**src/rtl/conv_window_feeder.sv**
```systemverilog
// conv_window_feeder: collects a serial sample stream into a sliding
// INPUT_LAYER_HEIGHT x KERNEL_WIDTH window. Each time the window holds a full
// set of columns it pulses start_o to the layer. The window then stays frozen
// until the layer reports done. The design requires INPUT_LAYER_HEIGHT >= 2.
module conv_window_feeder #(
  parameter int INPUT_LAYER_HEIGHT = 4,
  parameter int KERNEL_WIDTH       = 2,
  parameter int WORD_SIZE          = 16
) (
  input  logic                                                      clk_i,
  input  logic                                                      reset_i,
  input  logic                                                      flush_i,
  input  logic                                                      valid_i,
  input  logic [WORD_SIZE-1:0]                                      data_i,
  output logic                                                      ready_o,
  output logic                                                      start_o,
  input  logic                                                      done_i,
  output logic [INPUT_LAYER_HEIGHT-1:0][KERNEL_WIDTH-1:0][WORD_SIZE-1:0] window_o,
  output logic                                                      busy_o
);

  localparam int H  = INPUT_LAYER_HEIGHT;
  localparam int K  = KERNEL_WIDTH;
  localparam int RW = (H > 1) ? $clog2(H) : 1;
  localparam int FW = $clog2(K + 1);

  typedef enum logic [1:0] {eFILL, eSTART, eSETTLE, eWAIT} state_t;

  state_t                                     state_q, state_d;
  logic [RW-1:0]                              row_q;
  logic [FW-1:0]                              fill_q;
  logic [H-2:0][WORD_SIZE-1:0]                staging_q;
  logic [H-1:0][K-1:0][WORD_SIZE-1:0]         window_q;

  logic in_fill;
  logic accept;
  logic last_row;

  assign in_fill  = (state_q == eFILL);
  // A flush in eFILL wins over a simultaneous word, which is then dropped.
  assign accept   = in_fill && valid_i && !flush_i;
  assign last_row = (row_q == RW'(H - 1));
  assign window_o = window_q;

  // State register.
  always_ff @(posedge clk_i or posedge reset_i) begin
    if (reset_i) state_q <= eFILL;
    else         state_q <= state_d;
  end

  // Next-state and handshake outputs.
  always_comb begin
    state_d = state_q;
    ready_o = 1'b0;
    start_o = 1'b0;
    busy_o  = 1'b1;
    case (state_q)
      eFILL: begin
        ready_o = 1'b1;
        busy_o  = 1'b0;
        if (accept && last_row && (fill_q >= FW'(K - 1))) state_d = eSTART;
      end
      eSTART: begin
        start_o = 1'b1;
        state_d = eSETTLE;
      end
      // The layer's done only drops one cycle after start, so it is ignored here.
      eSETTLE: state_d = eWAIT;
      eWAIT: begin
        if (done_i) state_d = eFILL;
      end
      default: state_d = eFILL;
    endcase
  end

  // Row counter, fill count, staging column and window shift.
  always_ff @(posedge clk_i or posedge reset_i) begin
    if (reset_i) begin
      row_q     <= '0;
      fill_q    <= '0;
      staging_q <= '0;
      window_q  <= '0;
    end else if (in_fill && flush_i) begin
      row_q  <= '0;
      fill_q <= '0;
    end else if (accept) begin
      if (last_row) begin
        for (int unsigned h = 0; h < H; h++) begin
          for (int unsigned w = 0; w + 1 < K; w++) begin
            window_q[h][w] <= window_q[h][w+1];
          end
        end
        for (int unsigned h = 0; h + 1 < H; h++) begin
          window_q[h][K-1] <= staging_q[h];
        end
        window_q[H-1][K-1] <= data_i;
        row_q <= '0;
        if (fill_q != FW'(K)) fill_q <= fill_q + FW'(1);
      end else begin
        staging_q[row_q] <= data_i;
        row_q            <= row_q + RW'(1);
      end
    end
  end

endmodule

```
**config.mk**
```make
export PLATFORM = sky130hd
export DESIGN_NAME = conv_window_feeder
export DESIGN_NICKNAME = d
export VERILOG_FILES = /design/src/rtl/conv_window_feeder.sv
export SDC_FILE = /design/constraint.sdc
export NUM_CORES = 1
export LEC_CHECK = 0
export CORE_MARGIN = 1
export CORE_UTILIZATION = 51
export CTS_BUF_LIST = sky130_fd_sc_hd__clkbuf_16
export CTS_CLUSTER_SIZE = 24
export DETAILED_ROUTE_END_ITERATION = 16
export GPL_TIMING_DRIVEN = 1
export PLACE_DENSITY = 0.8
export SKIP_CTS_REPAIR_TIMING = 1
export SYNTH_ARGS = -nofsm -noshare
export SYNTH_HDL_FRONTEND = slang
export SYNTH_SLANG_ARGS = --single-unit
```
**constraint.sdc**
```tcl
create_clock -name clk_i -period 9.6 [get_ports clk_i]
set_clock_uncertainty 0.2 [all_clocks]
set_input_delay 2.4 -clock clk_i [delete_from_list [all_inputs] [get_ports clk_i]]
set_output_delay 2.4 -clock clk_i [all_outputs]
set_load 0.03 [all_outputs]
```
# Yosys cells after proc, flatten, opt, wreduce, memory -nomap -nowiden
# Index checks and enable logic that the tools add are counted.
[totals] ff_bits=182 in_bits=21 output_inout_bits=131
[classes] addsub=2 order_cmp=3 n_eq_ne=7 n_mux=16 n_bitwise=2 reduce_logical=15
[ops] op="$bwmux W48" n=1
[ops] op="$demux W16 S2" n=1
[ops] op="$mux W2" n=9
[ops] op="$mux W16" n=1
[ops] op="$reduce_and A3 Y1" n=3
[ops] op="$pmux W2 S4" n=1
[ops] op="$eq A2 B2 Y1 const B" n=3
[ops] op="$logic_and A1 B1 Y1" n=6
[ops] op="$reduce_bool A2 Y1" n=3
[ops] op="$add A2 B1 Y2 const B" n=2
[ops] op="$ge A2 B1 Y1 const B" n=2
[ops] op="$ne A2 B2 Y1 const B" n=2
[ops] op="$lt A2 B3 Y1 const B" n=1
[ops] op="$mux W1" n=3
[ops] op="$eq A2 B1 Y1 const B" n=1
[ops] op="$logic_not A2 Y1" n=1
[ops] op="$ne A2 B1 Y1 const B" n=1
[ops] op="$not A1 Y1" n=2
[ops] op="$reduce_and A2 Y1" n=1
[ops] op="$logic_not A1 Y1" n=1

# Longest topological paths before layout
# Gate-level depths: netlist of run 1.
[depth] ltp_word=7 ltp_mapped=8 mapped_depth_nobuf=5

# Worst setup path before layout of run 1
# OpenSTA, ideal clock, no wires.
[synth_path] kind="reg-to-output" start="reg state_q[0]" end="out busy_o" t_arrival_ps=1231 t_required_ps=7000 setup_slack_ps=5769 stages_incl_launch_ff=5 cell_sequence="dfrtp_1 > inv_1 > ha_1 > buf_2 > inv_1"
[synth_via] elab_chain_cells=2
[synth_rtl] item="start: declaration" line="29" rtl="state_t state_q, state_d;"
[synth_rtl] item="start signal: assignment" line="47" rtl="if (reset_i) state_q <= eFILL;"
[synth_rtl] item="start signal: assignment" line="48" rtl="else state_q <= state_d;"
[synth_rtl] item="$logic_not A2 Y1" line="57" rtl="case (state_q)"
[synth_rtl] item="$mux W1" line="57"
[synth_rtl] item="end: declaration" line="19" rtl="output logic busy_o"
# No other way between the ends.

# Worst setup path after layout of run 1
[layout_path] start="in flush_i" end="reg window_q (netlist bit window_o[125])"
[layout_via] elab_chain_cells=3 elab_cells_between_ends=5
[layout_rtl] item="start: declaration" line="12" rtl="input logic flush_i,"
[layout_rtl] item="$logic_not A1 Y1 or $logic_and A1 B1 Y1 (tied branches)" line="41, 83"
[layout_rtl] item="$logic_and A1 B1 Y1 or $not A1 Y1 (tied branches)"
[layout_rtl] item="$reduce_and A3 Y1 (no source line) (*)"
[layout_rtl] item="end signal: indexed assignment" line="90" rtl="window_q[h][w] <= window_q[h][w+1];"
[layout_rtl] item="end signal: indexed assignment" line="94" rtl="window_q[h][K-1] <= staging_q[h];"
[layout_rtl] item="end signal: indexed assignment" line="96" rtl="window_q[H-1][K-1] <= data_i;"
[layout_rtl] item="end: declaration" line="33" rtl="logic [H-1:0][K-1:0][WORD_SIZE-1:0] window_q;"
# Mark *: on every way between the ends. The rest lies on a longest branch, timed or not.
# A chain may end at the register's enable or synchronous reset.

==> reports/results.ini, run 1 <==
[timing]
drv_slew=0
slew_headroom_pct=41.76
max_freq_mhz=198.9
rsz0062_at_grt=false
timing.final.crit_share_pct=52.37
postLayoutSetupSlackWorst_ns=4.573
period_minus_slack_ns=5.027
hold_ws_ns=0.3005
worst_slew_pin_slew_ns=0.8736
setup-tns-final_ns=0
setup_viol=0
hold_viol=0

[critical_path]
critPathMaxFanout=63
worstSetupPathType=input pin to register
crit_required_ns=9.70
critPathLaunchType=input pin
endpoint_kind=register
critPathArrivalTime_ns=5.13

[clock_tree]
path_clk_slew_ns=0.06
clock-sinks=182
cts_tree=yes
cts_made_buffers=17
htreeDepth=4
cts-root-buf=clkbuf_16
clock_latency_ns=0.42
cts_max_path_buffers=2

[grt]
grt_first_pass_wirelength_mm=22.26
grt_util_met1_pct=25.03
gr-max-usage-layer=met2
use_met3_pct=5.708
grt_max_degree=112
grt_antenna_before_repair=0
groute.usage.overall_pct=20.36
grt_pass1_vias=4172
grtUsageMet2_pct=34.55
grt_overflow=0

[logic_synthesis]
yosys_register_bits=182
synthesis.area_sq_um=7146
ys_seq_area_share_pct=63.74
yosysUniqueCellTypes=22
synth_edf_count=0
ys_warn_count=0
synthFlopType=dfrtp_1
synthArstFlopShare_pct=100.0
avgSynthCellArea_sq_um=17.05
synth_nets=451
syn-instance-count=419

[power_and_ir_drop]
p_per_area_nw_per_um2=263.4
power.total_mw=2.453
max-vdd-ir-drop_mv=0.1730
p_leak_nw=4.612

[cells_and_area]
final_cells=763
diodes=0
final_core_util_pct=69.22
drive_gt1_share_pct=36.29
area_growth_pct=30.33
nets=606
layout_common_cells=dfrtp_1 (182), clkdlybuf4s50_1 (151), mux2_2 (147)
post-route-cell-area_sq_um=9313
final_common_cell=dfrtp_1

[drt]
wl_per_cell_microns=17.91
ant_nets=0
drt-total-wl_mm=13.67
vias_per_cell=5.166
dr.pass1.iters=4
first_iter_violations=151
vias=3942
drcViolationCount=0

[hold_path]
hold_class=register to register

[placement]
dpl_cell_area_sq_um=8772
dp_slack_ns=4.163
dp.cells=731
hpwlAfterDp_mm=9.142
gp_congestion=0.7322
port_buffers=151

[floorplanning]
io_pins=152
start_util_pct=53.12
die_area_sq_um=14490
die_y_microns=120.4
die_w_microns=120.4
coreArea_sq_um=13450
fp-row-count=42

[flow_run]
maxCapViolations=0

[status]
status=complete, no violations

==> state kept, by name (all words and copies together) (netlist names) <==
| register | flops |
|---|---|
| window_o | 128 |
| fill_q | 2 |
| row_q | 2 |
| staging_q | 48 |
| state_q | 2 |
==> worst paths after layout <==
| kind | startpoint | endpoint | slack, ns | cells past startpoint |
|---|---|---|---|---|
| worst max-delay path | flush_i | window_o[125]$_DFFE_PP0P_ | 4.57 | 5 |
| worst min-delay path | staging_q[42]$_DFFE_PP0P_ | window_o[90]$_DFFE_PP0P_ | 0.30 | 1 |
| worst max register to register | state_q[0]$_DFFE_PP0P_ | window_o[125]$_DFFE_PP0P_ | 6.33 | 6 |
| worst min register to register | staging_q[42]$_DFFE_PP0P_ | window_o[90]$_DFFE_PP0P_ | 0.30 | 1 |
| max in group asynchronous | reset_i | window_o[28]$_DFFE_PP0P_ | 5.50 | 3 |
| min in group asynchronous | reset_i | window_o[7]$_DFFE_PP0P_ | 2.31 | 2 |
==> kinds of logic (layout without fill, tap and decap cells) <==
| logic type | Yosys count | count (layout) | share of synthesized area [%] |
|---|---|---|---|
| multiplexers | 178 | 178 | 29.61 |
| AO/OA/AOI/OAI | 8 | 8 | 0.7528 |
| flip-flops | 182 | 182 | 63.74 |
| buffers and inverters | 27 | 195 | 2.364 |
| adder cells (fa/ha/maj) | 11 | 11 | 1.926 |
| AND/OR/NAND/NOR | 13 | 13 | 1.611 |
==> area by class of cell <==
| class | instances | area, sq um |
|---|---|---|
| fillers | 937 | 4140 |
| repair buffers | 154 | 1534 |
| well taps | 176 | 220.2 |
| clock buffers | 17 | 425.4 |
| clock inverters | 15 | 115.1 |
| flip-flops and latches | 182 | 4554 |
| multi-input cells | 210 | 2422 |
| inverters | 9 | 41.29 |
==> power by group <==
part | total [mW] | internal (mW) | leakage, nW | switching, mW
clock network | 0.627 | 0.353 | 0.264 | 0.275
registers | 1.09 | 0.961 | 2.47 | 0.132
logic | 0.733 | 0.374 | 1.88 | 0.359
total | 2.45 | 1.69 | 4.61 | 0.766
==> worst max-delay path: stages <==
cell             delay (ns)
clkdlybuf4s50_1        0.56
nand4b_4               0.34
buf_4                  0.58
buf_4                  0.74
mux2_2                 0.42
==> Yosys cell counts (2+ instances only) <==
library cell | instances | area share (%)
buf_12 | 3 | 0.84
buf_2 | 15 | 1.1
dfrtp_1 | 182 | 64
ha_1 | 11 | 1.9
inv_1 | 9 | 0.47
mux2_2 | 147 | 23
mux2_4 | 30 | 6.3
nand2_1 | 4 | 0.21
nand2_4 | 3 | 0.47
o211ai_1 | 2 | 0.21
o31ai_1 | 2 | 0.21
==> routing by layer <==
metal  wire length, microns  share of wire [%]  vias up
li1                       -                  -     1786
met1                   5656                 41     2040
met2                   7110                 52      101
met3                    697                5.1       15
met4                    200                1.5        0
met5                      0                  0        -
Power figures use the tool's default switching activity.
==> run 2, diff against run 1 <==
==> constraint.sdc (replaced) <==
create_clock -name clk_i -period 5.2 [get_ports clk_i]
set_clock_uncertainty 0.2 [all_clocks]
set_input_delay 1.3 -clock clk_i [delete_from_list [all_inputs] [get_ports clk_i]]
set_output_delay 1.3 -clock clk_i [all_outputs]
set_load 0.03 [all_outputs]
==> reports/results.ini, run 2 (synthesis gave the netlist of run 1 again) <==
[status]
status=complete, no violations

[drt]
vias_per_cell=5.210
met3_length_microns=645
drt-total-wl_mm=13.70
wl_met1_mm=5.559
first_iter_violations=181
met2_length_mm=7.252
vias=3991
wl_per_cell_microns=17.88
dr.pass1.iters=4
drcViolationCount=0
ant_nets=0
top_layer=met4

[cells_and_area]
drive_gt1_share_pct=36.78
area_growth_pct=31.10
largest_reg_flops=128
nets=610
layout_common_cells=dfrtp_1 (182), clkdlybuf4s50_1 (151), mux2_2 (147)
final_common_cell=dfrtp_1
diodes=0

[clock_tree]
cts_made_buffers=17
cts_max_path_buffers=2
clock-sinks=182
htreeDepth=4
cts_tree=yes
cts-root-buf=clkbuf_16
path_clk_slew_ns=0.06
clock_latency_ns=0.43

[critical_path]
critPathMaxFanout=9
critPathArrivalTime_ns=2.11
r2r-start=state_q[0]$_DFFE_PP0P_
crit_required_ns=3.70
critPathLaunchType=register
worstSetupPathType=register to output pin
crit_path_start=state_q[0]$_DFFE_PP0P_
endpoint_kind=output pin
r2r_cells=5

[power_and_ir_drop]
max-vdd-ir-drop_mv=0.2832
power.switching_mw=1.402
internal_power_mw=3.158
seq_power_share_pct=44.2
comb_power_share_pct=29.6
p_leak_nw=4.652
power.total_mw=4.560
p_per_area_nw_per_um2=486.7
p_clk_share_pct=26.2
sw_frac_of_total_pct=30.75

[floorplanning]
fp-row-count=42
die_w_microns=120.4
die_y_microns=120.4
die_area_sq_um=14490
io_pins=152
start_util_pct=53.12
coreArea_sq_um=13450

[timing]
setup-tns-final_ns=0
setup_viol=0
rsz0062_at_grt=false
timing.final.crit_share_pct=69.49
hold_viol=0
worst_slew_pin_slew_ns=1.080
period_minus_slack_ns=3.614
drv_slew=0
max_freq_mhz=276.7
slew_headroom_pct=28.00

[hold_path]
worstHoldStart=staging_q[29]$_DFFE_PP0P_
hold_class=register to register
whs_path_depth=1

[placement]
hpwlAfterDp_mm=9.601
port_buffers=151
gp_congestion=0.7408

[grt]
groute.usage.overall_pct=20.45
grt_antenna_before_repair=0
grt_overflow=0
grt_max_degree=70
grt_pass1_vias=4210
grt_first_pass_wirelength_mm=22.34

[flow_run]
maxCapViolations=0

==> run 2: power groups by stage <==
stage | Sequential (mW) | Combinational [mW] | Clock (mW)
CTS | 2.02 | 1.37 | 1.22
floorplan | 2.30 | 0.568 | 0
global route | 2.07 | 1.43 | 1.28
global placement | 2.02 | 1.32 | 0
finish | 2.02 | 1.35 | 1.19
detailed placement | 2.05 | 1.36 | 0
==> run 2: worst paths after layout <==
| kind | end | slack (ns) |
|---|---|---|
| worst min-delay path | window_o[61]$_DFFE_PP0P_ | 0.30 |
| max in group asynchronous | window_o[59]$_DFFE_PP0P_ | 2.72 |
| worst min register to register | window_o[61]$_DFFE_PP0P_ | 0.30 |
| min in group asynchronous | staging_q[14]$_DFFE_PP0P_ | 1.25 |
| worst max register to register | window_o[45]$_DFFE_PP0P_ | 2.17 |
| worst max-delay path | ready_o | 1.59 |
==> run 2: per-layer routing <==
layer,global-route usage [%],vias to the layer above
met5,0,-
met4,7.330,0
met3,5.142,21
met2,35.06,104
met1,25.09,2068
li1,-,1798
==> run 2: metrics by stage <==
stage               area (sq um)  setup slack, ns  instances  util [%]  hold WS (ns)
floorplan                   7149            1.363        419         -        0.2560
global placement            8823            1.215        735     65.59        0.2722
CTS                         9368            1.559        766     69.63        0.2974
finish                      9368            1.586        766     69.63        0.2971
global route                9368            1.423        766     69.63        0.3122
detailed placement          8823            1.151        735     65.59        0.2820
==> run 2: critical path, stage by stage, from the launching register on <==
cell and delay [ns]:
dfrtp_1 0.40, inv_1 0.13, ha_1 0.40, clkdlybuf4s50_1 0.75
==> run 2: final cells by class <==
class,instances,area (sq um)
Clock inverter,14,118.9
Inverter,9,37.54
Sequential cell,182,4554
Clock buffer,17,425.4
Timing Repair Buffer,158,1589
Fill cell,928,4085
Tap cell,176,220.2
Multi-Input combinational cell,210,2422
==> run 3, diff against run 2 <==
--- a/config.mk
+++ b/config.mk
@@ -6,12 +6,12 @@
 export NUM_CORES = 1
 export LEC_CHECK = 0
 export CORE_MARGIN = 1
-export CORE_UTILIZATION = 51
+export CORE_UTILIZATION = 46
 export CTS_BUF_LIST = sky130_fd_sc_hd__clkbuf_16
 export CTS_CLUSTER_SIZE = 24
 export DETAILED_ROUTE_END_ITERATION = 16
 export GPL_TIMING_DRIVEN = 1
-export PLACE_DENSITY = 0.8
+export PLACE_DENSITY = 0.76
 export SKIP_CTS_REPAIR_TIMING = 1
 export SYNTH_ARGS = -nofsm -noshare
 export SYNTH_HDL_FRONTEND = slang
==> constraint.sdc (replaced) <==
create_clock -name clk_i -period 3.2 [get_ports clk_i]
set_clock_uncertainty 0.2 [all_clocks]
set_input_delay 0.8 -clock clk_i [delete_from_list [all_inputs] [get_ports clk_i]]
set_output_delay 0.8 -clock clk_i [all_outputs]
set_load 0.03 [all_outputs]
==> reports/results.ini, run 3 (synthesis gave the netlist of run 1 again) <==
[placement]
gp_congestion=0.7600
dp_slack_ns=0.5535
dp.cells=748
hpwlAfterDp_mm=9.750
port_buffers=151
dpl_cell_area_sq_um=8909

[grt]
grtUsageMet2_pct=30.74
grt_util_met1_pct=22.52
use_met3_pct=5.441
grt_overflow=0
grt_first_pass_wirelength_mm=22.22
grt_antenna_before_repair=0
grt_max_degree=57
grt_pass1_vias=4150
groute.usage.overall_pct=18.53
gr-max-usage-layer=met2

[power_and_ir_drop]
internal_power_mw=5.228
seq_power_share_pct=43.5
p_per_area_nw_per_um2=794.1
sw_frac_of_total_pct=30.70
power.total_mw=7.545
comb_power_share_pct=29.1
p_clk_share_pct=27.4
p_leak_nw=4.688
max-vdd-ir-drop_mv=0.4680
power.switching_mw=2.316

[flow_run]
maxCapViolations=0

[critical_path]
critical_path.most_common_cell=inv_1
worstSetupPathType=register to output pin
endpoint_kind=output pin
crit_slowest_cell=clkdlybuf4s50_1
critPathLaunchType=register
crit_required_ns=2.20
path_cells=inv_1 > ha_1 > inv_1 > clkdlybuf4s50_1
ff2ff_setup_slack_ns=1.00
crit_family=buffers and inverters
critPathMaxFanout=9
critPathArrivalTime_ns=2.05
critical_path_buf_inv_count=3
slowest_delay_ns=0.60

[timing]
hold_ws_ns=0.2991
setup_viol=0
setup-tns-final_ns=0
hold_viol=0
rsz0062_at_grt=false
max_freq_mhz=328.1
timing.final.crit_share_pct=95.24
slew_headroom_pct=65.56
drv_slew=0
period_minus_slack_ns=3.048
worst_slew_pin_slew_ns=0.5156
postLayoutSetupSlackWorst_ns=0.1524

[floorplanning]
io_pins=152
start_util_pct=47.00
die_area_sq_um=16040
fp-row-count=45
die_y_microns=126.6
die_w_microns=126.6
coreArea_sq_um=15200

[cells_and_area]
regArea_sq_um=4554
multiInputGateArea_sq_um=2422
nets=611
final_common_cell=dfrtp_1
drive_gt1_share_pct=36.99
final_cells=780
n_fill_cell=1113
largest_reg_flops=128
area_growth_pct=32.95
layout_common_cells=dfrtp_1 (182), clkdlybuf4s50_1 (150), mux2_2 (147)
final_core_util_pct=62.49
diodes=0
post-route-cell-area_sq_um=9500

[hold_path]
hold_class=register to register

[clock_tree]
cts_tree=yes
clock-sinks=182
clock_latency_ns=0.42
cts-root-buf=clkbuf_16
path_clk_slew_ns=0.06
cts_max_path_buffers=2
htreeDepth=4
cts_made_buffers=17

[drt]
wl_per_cell_microns=17.87
drt-total-wl_mm=13.94
drcViolationCount=0
vias=3932
ant_nets=0
vias_per_cell=5.041
dr.pass1.iters=4
first_iter_violations=100

[status]
status=complete, no violations

[run 3: cell count changes in the layout (fill, tap and decap cells not counted)]
cell             previous run  this run
buf_4                       5         1
clkdlybuf4s50_1           151       150
clkinv_2                    7         1
bufinv_16                   2         3
buf_12                      2         7
clkinvlp_4                  1         7
dlymetal6s2s_1              0         1
[run 3: worst paths after layout]
check	startpoint	endpoint	cells past startpoint
max	state_q[0]$_DFFE_PP0P_	busy_o	4
max reg2reg	state_q[0]$_DFFE_PP0P_	staging_q[19]$_DFFE_PP0P_	5
max in group asynchronous	reset_i	window_o[98]$_DFFE_PP0P_	3
min in group asynchronous	reset_i	window_o[31]$_DFFE_PP0P_	2
min	staging_q[5]$_DFFE_PP0P_	staging_q[5]$_DFFE_PP0P_	1
min reg2reg	staging_q[5]$_DFFE_PP0P_	staging_q[5]$_DFFE_PP0P_	1
[run 3: cell type report]
type	instances	share of cell area, %
timing repair buffer	159	17.49
clock buffer	17	4.478
clock inverter	15	1.725
sequential	182	47.94
tap	188	2.476
multi-input combinational	210	25.50
inverter	9	0.3951
[run 3: power groups by stage]
stage / combinational (mW) / sequential, mW / clock (mW)
floorplan: 0.922 / 3.73 / 0
global placement: 2.15 / 3.29 / 0
detailed placement: 2.21 / 3.32 / 0
CTS: 2.23 / 3.29 / 2.11
global route: 2.32 / 3.36 / 2.21
finish: 2.20 / 3.28 / 2.07
[run 3: worst register-to-register path, cell delays in order, from the launching register on]
cell	delay [ns]
dfrtp_1	0.40
inv_1	0.15
ha_1	0.39
and4bb_4	0.37
nand2_4	0.20
mux2_4	0.37
[run 3: metal layers]
layer  share of wire (%)  vias to the layer above
met3                 5.1                       27
met4                 1.9                        0
met1                  43                     1977
met2                  50                      125
met5                   0                        -
li1                    -                     1803
